===== config.mk =====
export PLATFORM = sky130hd
export DESIGN_NAME = ram_access_master
export DESIGN_NICKNAME = d
export VERILOG_FILES = /design/src/rtl/ram_access_master.sv
export SDC_FILE = /design/constraint.sdc
export NUM_CORES = 1
export LEC_CHECK = 0
export ABC_CLOCK_PERIOD_IN_PS = 2350
export CAP_MARGIN = 5
export CORE_AREA = 10 10 90 61
export CTS_CLUSTER_DIAMETER = 120
export DETAILED_ROUTE_END_ITERATION = 10
export DIE_AREA = 0 0 100 71
export PLACE_DENSITY = 0.77
export SLEW_MARGIN = 20
export SYNTH_ARGS = -nofsm -noshare
export SYNTH_HDL_FRONTEND = slang
export SYNTH_SLANG_ARGS = --single-unit

===== constraint.sdc =====
create_clock -name clock -period 2.35 [get_ports clock]
set_input_delay 0.235 -clock clock [delete_from_list [all_inputs] [get_ports clock]]
set_output_delay 0.235 -clock clock [all_outputs]
set_load 0.02 [all_outputs]

===== src/rtl/ram_access_master.sv =====
// ram_access_master: initiator for a single-port synchronous RAM
// (address/data/wren -> q). Takes one read/write command at a time over a
// valid/ready handshake, drives the RAM port from registers, captures q after
// RD_LATENCY edges and returns one response per command.
// Optional build macro: CLEAR_ON_RESET_EN -- reset sweeps CLEAR_VALUE into
// every RAM word before the first command is accepted.
module ram_access_master #(
  parameter int                ADDR_W      = 5,
  parameter int                DATA_W      = 8,
  parameter int                RD_LATENCY  = 1,
  parameter logic [DATA_W-1:0] CLEAR_VALUE = '0
) (
  input  logic              clock,
  input  logic              reset,
  input  logic              cmd_valid,
  output logic              cmd_ready,
  input  logic              cmd_write,
  input  logic [ADDR_W-1:0] cmd_addr,
  input  logic [DATA_W-1:0] cmd_data,
  output logic              rsp_valid,
  input  logic              rsp_ready,
  output logic              rsp_write,
  output logic [ADDR_W-1:0] rsp_addr,
  output logic [DATA_W-1:0] rsp_data,
  output logic              busy,
  output logic [ADDR_W-1:0] ram_address,
  output logic [DATA_W-1:0] ram_data,
  output logic              ram_wren,
  input  logic [DATA_W-1:0] ram_q
);

  typedef enum logic [2:0] {
    IDLE,
    ISSUE,
    WAIT,
    RESP
`ifdef CLEAR_ON_RESET_EN
    , CLEAR
`endif
  } state_t;

  state_t     state;
  logic       is_wr;   // kind of the command in flight (ram_wren drops after one cycle)
  logic [1:0] cnt;     // remaining edges before q is valid

  // Command sequencer: every output is a register updated here.
  always_ff @(posedge clock) begin
    if (reset) begin
      rsp_valid   <= 1'b0;
      rsp_write   <= 1'b0;
      rsp_addr    <= '0;
      rsp_data    <= '0;
      ram_address <= '0;
      is_wr       <= 1'b0;
      cnt         <= '0;
`ifdef CLEAR_ON_RESET_EN
      // Sweep starts at address 0 with the write already on the port.
      state       <= CLEAR;
      cmd_ready   <= 1'b0;
      busy        <= 1'b1;
      ram_wren    <= 1'b1;
      ram_data    <= CLEAR_VALUE;
`else
      state       <= IDLE;
      cmd_ready   <= 1'b1;
      busy        <= 1'b0;
      ram_wren    <= 1'b0;
      // CLEAR_VALUE has no effect without the sweep; the data port resets to 0.
      ram_data    <= CLEAR_VALUE & {DATA_W{1'b0}};
`endif
    end else begin
      case (state)
        IDLE: begin
          if (cmd_valid) begin
            ram_address <= cmd_addr;
            ram_data    <= cmd_data;
            ram_wren    <= cmd_write;
            is_wr       <= cmd_write;
            cmd_ready   <= 1'b0;
            busy        <= 1'b1;
            state       <= ISSUE;
          end
        end
        ISSUE: begin
          // RAM samples the port on this edge; the write strobe is one cycle.
          ram_wren  <= 1'b0;
          rsp_write <= is_wr;
          rsp_addr  <= ram_address;
          if (is_wr) begin
            rsp_data <= ram_data;
            state    <= RESP;
          end else begin
            cnt   <= 2'(RD_LATENCY - 1);
            state <= WAIT;
          end
        end
        WAIT: begin
          if (cnt == 2'd0) begin
            rsp_data  <= ram_q;
            rsp_valid <= 1'b1;
            state     <= RESP;
          end else begin
            cnt <= cnt - 2'd1;
          end
        end
        RESP: begin
          // Writes arrive here with rsp_valid low; reads arrive with it set.
          if (!rsp_valid) begin
            rsp_valid <= 1'b1;
          end else if (rsp_ready) begin
            rsp_valid <= 1'b0;
            cmd_ready <= 1'b1;
            busy      <= 1'b0;
            state     <= IDLE;
          end
        end
`ifdef CLEAR_ON_RESET_EN
        CLEAR: begin
          if (&ram_address) begin
            ram_wren  <= 1'b0;
            cmd_ready <= 1'b1;
            busy      <= 1'b0;
            state     <= IDLE;
          end else begin
            ram_address <= ram_address + 1'b1;
          end
        end
`endif
        default: state <= IDLE;
      endcase
    end
  end

endmodule


==> results of run 1 <==
flip-flops by register name, indices dropped and copies added, names as in the netlist:
signal       flops
ram_data         8
rsp_data         8
ram_address      5
rsp_addr         5
cnt              2
state            2
busy             1
cmd_ready        1
is_wr            1
ram_wren         1
rsp_valid        1
rsp_write        1
kinds of logic after synthesis:
kind of cell / Yosys count / synth area share
AO/OA/AOI/OAI: 36 / 0.154
multiplexers: 21 / 0.132
buffers and inverters: 15 / 0.0421
adder cells (fa/ha/maj): 7 / 0.0527
AND/OR/NAND/NOR: 63 / 0.186
flip-flops: 36 / 0.433
through the flow:
stage | hold WS (ps) | area, sq um | setup WS, ps | power [mW] | instances
2_1_floorplan | 371 | 1660 | 580 | 1.82 | 178
3_3_place_gp | 460 | 2270 | 507 | 2.29 | 276
3_5_place_dp | 462 | 2270 | 447 | 2.29 | 276
4_1_cts | 472 | 2340 | 432 | 2.71 | 283
5_1_grt | 482 | 2340 | 317 | 2.87 | 283
6_report | 470 | 2340 | 422 | 2.69 | 283
metal layers:
layer	global-route usage	vias up
met2	0.160	47
met1	0.152	638
met4	0.0234	0
met3	0.0815	2
li1	-	717
met5	0	-
critical path: stages, from the launching register on:
cell and delay [ps]:
dfxtp_1 440, inv_1 100, ha_1 260, nor2b_4 160, or4_4 540, mux2_4 320
power breakdown:
part / total, mW / internal (mW) / switching, mW
registers: 0.893 / 0.775 / 0.118
logic: 1.38 / 0.650 / 0.731
clock network: 0.414 / 0.201 / 0.213
final cells by class:
type	count	share of cell area
clock buffer	6	0.0310
clock inverter	1	0.00214
inverter	4	0.00641
multi-input combinational	127	0.372
sequential	36	0.308
tap	50	0.0267
timing repair buffer	59	0.254
synthesized netlist by cell type:
library cell  number
a211o_1            2
a211oi_1           1
a211oi_2           8
a21oi_1           23
a22oi_1            1
and2_1             2
and2b_4            1
buf_1              3
buf_2              2
buf_4              1
buf_6              1
clkbuf_1           4
dfxtp_1           36
ha_1               7
inv_1              4
mux2_4             2
mux2i_1           19
nand2_1           31
nand2b_1           4
nand3_1            3
nand3b_1           1
nor2_1            12
nor2b_1            3
nor2b_4            1
nor3b_1            2
nor4_2             1
o31ai_1            1
or2_2              1
or4_4              1
path summary, 6_finish.rpt:
check,startpoint,end,depth (start not counted)
worst max register to register,state[1],state[0],5
worst min-delay path,ram_data[2],ram_data[2],2
worst min register to register,ram_data[2],ram_data[2],2
worst max-delay path,state[1],state[0],5
==> flow_summary.yaml, run 1 <==
final_layout:
  final_common_cell: "clkdlybuf4s50_1"
  syn2layout_area_growth_pct: 40.9
  multi_input_area_sq_um: 872
  post-route-util: 0.601
  final_cell_mix: "clkdlybuf4s50_1, dfxtp_1, nand2_1, a21oi_1, mux2i_1"
  drive_above_1_share: 0.103
  diodes: 0
  seqCellArea_sq_um: 721
  fillerInstances: 350
  final_nets: 266
routing:
  drt_iter0_drc: 79
  drc_errors: 0
  met3_length_um: 508
  wl_met1_mm: 2.08
  vias: 1404
  finalWirelength_mm: 4.33
  dr.pass1.iters: 4
  ant_nets: 0
  avgViaCountPerCell: 4.96
  wl_met2_mm: 1.73
  highest_layer: "met4"
  wl_per_cell_um: 15.3
synth:
  synth_top_area_frac: 0.433
  yosysTopAreaCell: "dfxtp_1"
  ys_seq_area_frac: 0.433
  ys_seq_elements: 36
  avgSynthCellArea_sq_um: 9.34
  synth_area_sq_um: 1660
  synth.distinct_cells: 29
  synth_area_leaders: "dfxtp_1, mux2i_1, nand2_1"
  synthesis.nets: 211
  syn_inst: 178
  yosysWarnings: 0
placed_design:
  io_buffers: 56
  dp_hpwl_mm: 3.21
  gp_congestion: 0.780
sta:
  grt_setup_unrepaired: "no"
  fmax_mhz: 519
  drv_slew: 0
  hold_viol: 0
  fin_worst_skew_ps: 3.82
  tightest_slew_ps: 609
  finalSetupTns_ps: 0
  fin_crit_ps: 1930
  relSlewSlack: 0.594
  setup_viol: 0
  min_period_over_period: 0.821
global_routing:
  antenna_found_initial: 0
  first_global_vias: 1312
  grt_max_degree: 37
  grt-ovfl-total: 0
  grt_pass1_wl_mm: 6.84
  grt_usage: 0.119
critical_path:
  end_kind: "flip-flop"
  critPathLaunchType: "flip-flop"
  crit_type: "flip-flop to flip-flop"
  crit_fanout: 6
  worstPathRequired_ps: 2530
  rrSetupSlack_ps: 420
  critical_path_arrival_ps: 2100
clock_network:
  cts_sinks: 36
  htreeDepth: 2
  clockBufferDepth: 2
  clk_latency_ps: 290
  cts_root_buffer: "clkbuf_8"
  cts_buffers: 5
  hold_buffers: 0
  tritoncts: "done"
  cts_resized: 0
  postCtsSetupRepairBufs: 0
  clkTransAtPathRegs_ps: 70
floorplan:
  initial_core_util: 0.427
  core_sq_um: 3900
  die_h_um: 71
  die_w_um: 100
  num_rows: 18
  die_area_sq_um: 7100
  ioPinCount: 57
status:
  status: "completed"
power_and_ir_drop:
  ir_worst_vdd_v: 0.000663
  p_leak_nw: 0.862
  powerDensity_nw_per_um2: 1150
min_path:
  holdCritPathClass: "flip-flop to flip-flop"
job:
  max_cap_viol_count: 0
No activity file was read; power rests on OpenSTA's default activity.
==> run 2, diff against run 1 <==
--- a/config.mk
+++ b/config.mk
@@ -5,13 +5,13 @@
 export SDC_FILE = /design/constraint.sdc
 export NUM_CORES = 1
 export LEC_CHECK = 0
-export ABC_CLOCK_PERIOD_IN_PS = 2350
+export ABC_CLOCK_PERIOD_IN_PS = 1700
 export CAP_MARGIN = 5
-export CORE_AREA = 10 10 90 61
+export CORE_AREA = 10 10 95 63
 export CTS_CLUSTER_DIAMETER = 120
 export DETAILED_ROUTE_END_ITERATION = 10
-export DIE_AREA = 0 0 100 71
-export PLACE_DENSITY = 0.77
+export DIE_AREA = 0 0 105 73
+export PLACE_DENSITY = 0.73
 export SLEW_MARGIN = 20
 export SYNTH_ARGS = -nofsm -noshare
 export SYNTH_HDL_FRONTEND = slang
==> constraint.sdc (replaced) <==
create_clock -name clock -period 1.7 [get_ports clock]
set_input_delay 0.17 -clock clock [delete_from_list [all_inputs] [get_ports clock]]
set_output_delay 0.17 -clock clock [all_outputs]
set_load 0.02 [all_outputs]
==> flow_summary.yaml, run 2 (same netlist as run 1, synthesis figures left out) <==
sta:
  tightest_slew_ps: 346
  grt_setup_unrepaired: "yes"
  relSlewSlack: 0.769
  drv_slew: 0
  fin_worst_skew_ps: 6.18
  min_period_over_period: 0.981
  setup_viol: 0
  hold_viol: 0
  fmax_mhz: 599
  fin_crit_ps: 1670
  hold_slack_ps: 434
global_routing:
  grt_pass1_wl_mm: 7.18
  antenna_found_initial: 0
  grt_max_degree: 34
  first_global_vias: 1438
  grt_usage: 0.115
  grt-ovfl-total: 0
floorplan:
  core_sq_um: 4370
  initial_core_util: 0.380
  die_w_um: 105
  ioPinCount: 57
  die_area_sq_um: 7670
  num_rows: 19
  die_h_um: 73
critical_path:
  slowest_delay_ps: 520
  end_kind: "flip-flop"
  critical_path_arrival_ps: 1840
  crit_type: "flip-flop to flip-flop"
  path_delay_family: "simple AND/OR/NAND/NOR gates"
  cp_cell_sequence: "ha_2, and2b_4, or4_4, mux2_4"
  worst-path-buf-inv: 0
  worstPathRequired_ps: 1870
  crit_fanout: 6
  critPathLaunchType: "flip-flop"
  crit_slowest_cell: "or4_4"
placed_design:
  post_dp_cell_area_sq_um: 2380
  gp_congestion: 0.874
  dp_hpwl_mm: 3.41
  io_buffers: 56
clock_network:
  clockBufferDepth: 2
  clk_latency_ps: 280
  clkTransAtPathRegs_ps: 80
  cts_sinks: 36
  cts_buffers: 5
  htreeDepth: 2
  cts_root_buffer: "clkbuf_8"
  postCtsSetupRepairBufs: 0
  tritoncts: "done"
job:
  max_cap_viol_count: 0
routing:
  avgViaCountPerCell: 4.61
  vias: 1425
  dr.pass1.iters: 4
  ant_nets: 0
  finalWirelength_mm: 4.53
  drt_iter0_drc: 43
  drc_errors: 0
  wl_per_cell_um: 14.7
final_layout:
  final_nets: 278
  fillerInstances: 406
  top_regs: "ram_data: 8 flops, rsp_data: 8 flops"
  final_cell_mix: "clkdlybuf4s50_1, dfxtp_1, nand2_1, a21oi_1, mux2i_1"
  drive_above_1_share: 0.187
  syn2layout_area_growth_pct: 50.3
  final_common_cell: "clkdlybuf4s50_1"
  diodes: 0
  post-route-util: 0.572
  final_area_sq_um: 2500
status:
  status: "completed"
power_and_ir_drop:
  p_total_mw: 4.04
  p_leak_nw: 0.925
  powerDensity_nw_per_um2: 1620
  ir_worst_vdd_v: 0.000678
min_path:
  holdCritPathClass: "input pin to flip-flop"
==> run 2: cell types whose count changed in the layout (fill, tap and decap cells not counted), moves of 2 or more <==
| cell | previous run | this run |
|---|---|---|
| ha_1 | 7 | 4 |
| a21oi_2 | 0 | 2 |
| dfxtp_4 | 0 | 2 |
| dfxtp_1 | 36 | 34 |
| buf_4 | 2 | 14 |
| ha_2 | 0 | 3 |
| a21oi_1 | 23 | 21 |
==> run 2: per-stage QoR <==
| step | TNS [ps] | instances | worst slack, ps |
|---|---|---|---|
| global route | -23.2 | 309 | -23.2 |
| CTS | 0 | 309 | 15.0 |
| global placement | -25.5 | 301 | -25.5 |
| floorplan | 0 | 178 | 28.4 |
| finish | 0 | 309 | 31.5 |
| detailed placement | -40.1 | 301 | -40.1 |
==> run 2: worst min-delay path, cell delays in order <==
cell and delay [ps]:
clkdlybuf4s50_1 390, nand2_1 50, a21oi_1 50
==> run 2: final cells by class <==
| cell class | instances | area (sq um) | area share |
|---|---|---|---|
| clock buffer | 7 | 86.3 | 0.0345 |
| clock inverter | 1 | 7.51 | 0.00300 |
| inverter | 4 | 15.0 | 0.00601 |
| multi-input combinational | 127 | 898 | 0.359 |
| sequential | 36 | 728 | 0.291 |
| tap | 63 | 78.8 | 0.0315 |
| timing repair buffer | 71 | 686 | 0.274 |
==> run 2: path summary, 6_finish.rpt <==
path / cells after the start / from / endpoint / slack (ps)
worst min register to register: 2 / ram_data[6] / ram_data[6] / 470
worst min-delay path: 3 / cmd_addr[2] / ram_address[2] / 430
worst max register to register: 4 / state[1] / state[0] / 30
worst max-delay path: 4 / state[1] / state[0] / 30
==> run 2: power by group <==
| group | leakage, nW | internal, mW | total (mW) | switching (mW) |
|---|---|---|---|---|
| combinational | 0.585 | 1.06 | 2.14 | 1.08 |
| sequential | 0.296 | 1.09 | 1.25 | 0.168 |
| clock | 0.0445 | 0.330 | 0.642 | 0.312 |
==> run 2: timing repair <==
item / CTS / global route
hold buffers: 0 / 0
setup endpoints to repair: 2 / 9
pin swaps: 0 / 1
resized for setup: 2 / 6
==> run 2: layer usage <==
layer / vias to the layer above / part of all wire / track usage
li1: 741 / - / -
met1: 649 / 0.48 / 0.142
met2: 33 / 0.42 / 0.169
met3: 2 / 0.092 / 0.0653
met4: 0 / 0.0029 / 0.0288
met5: - / 0 / 0
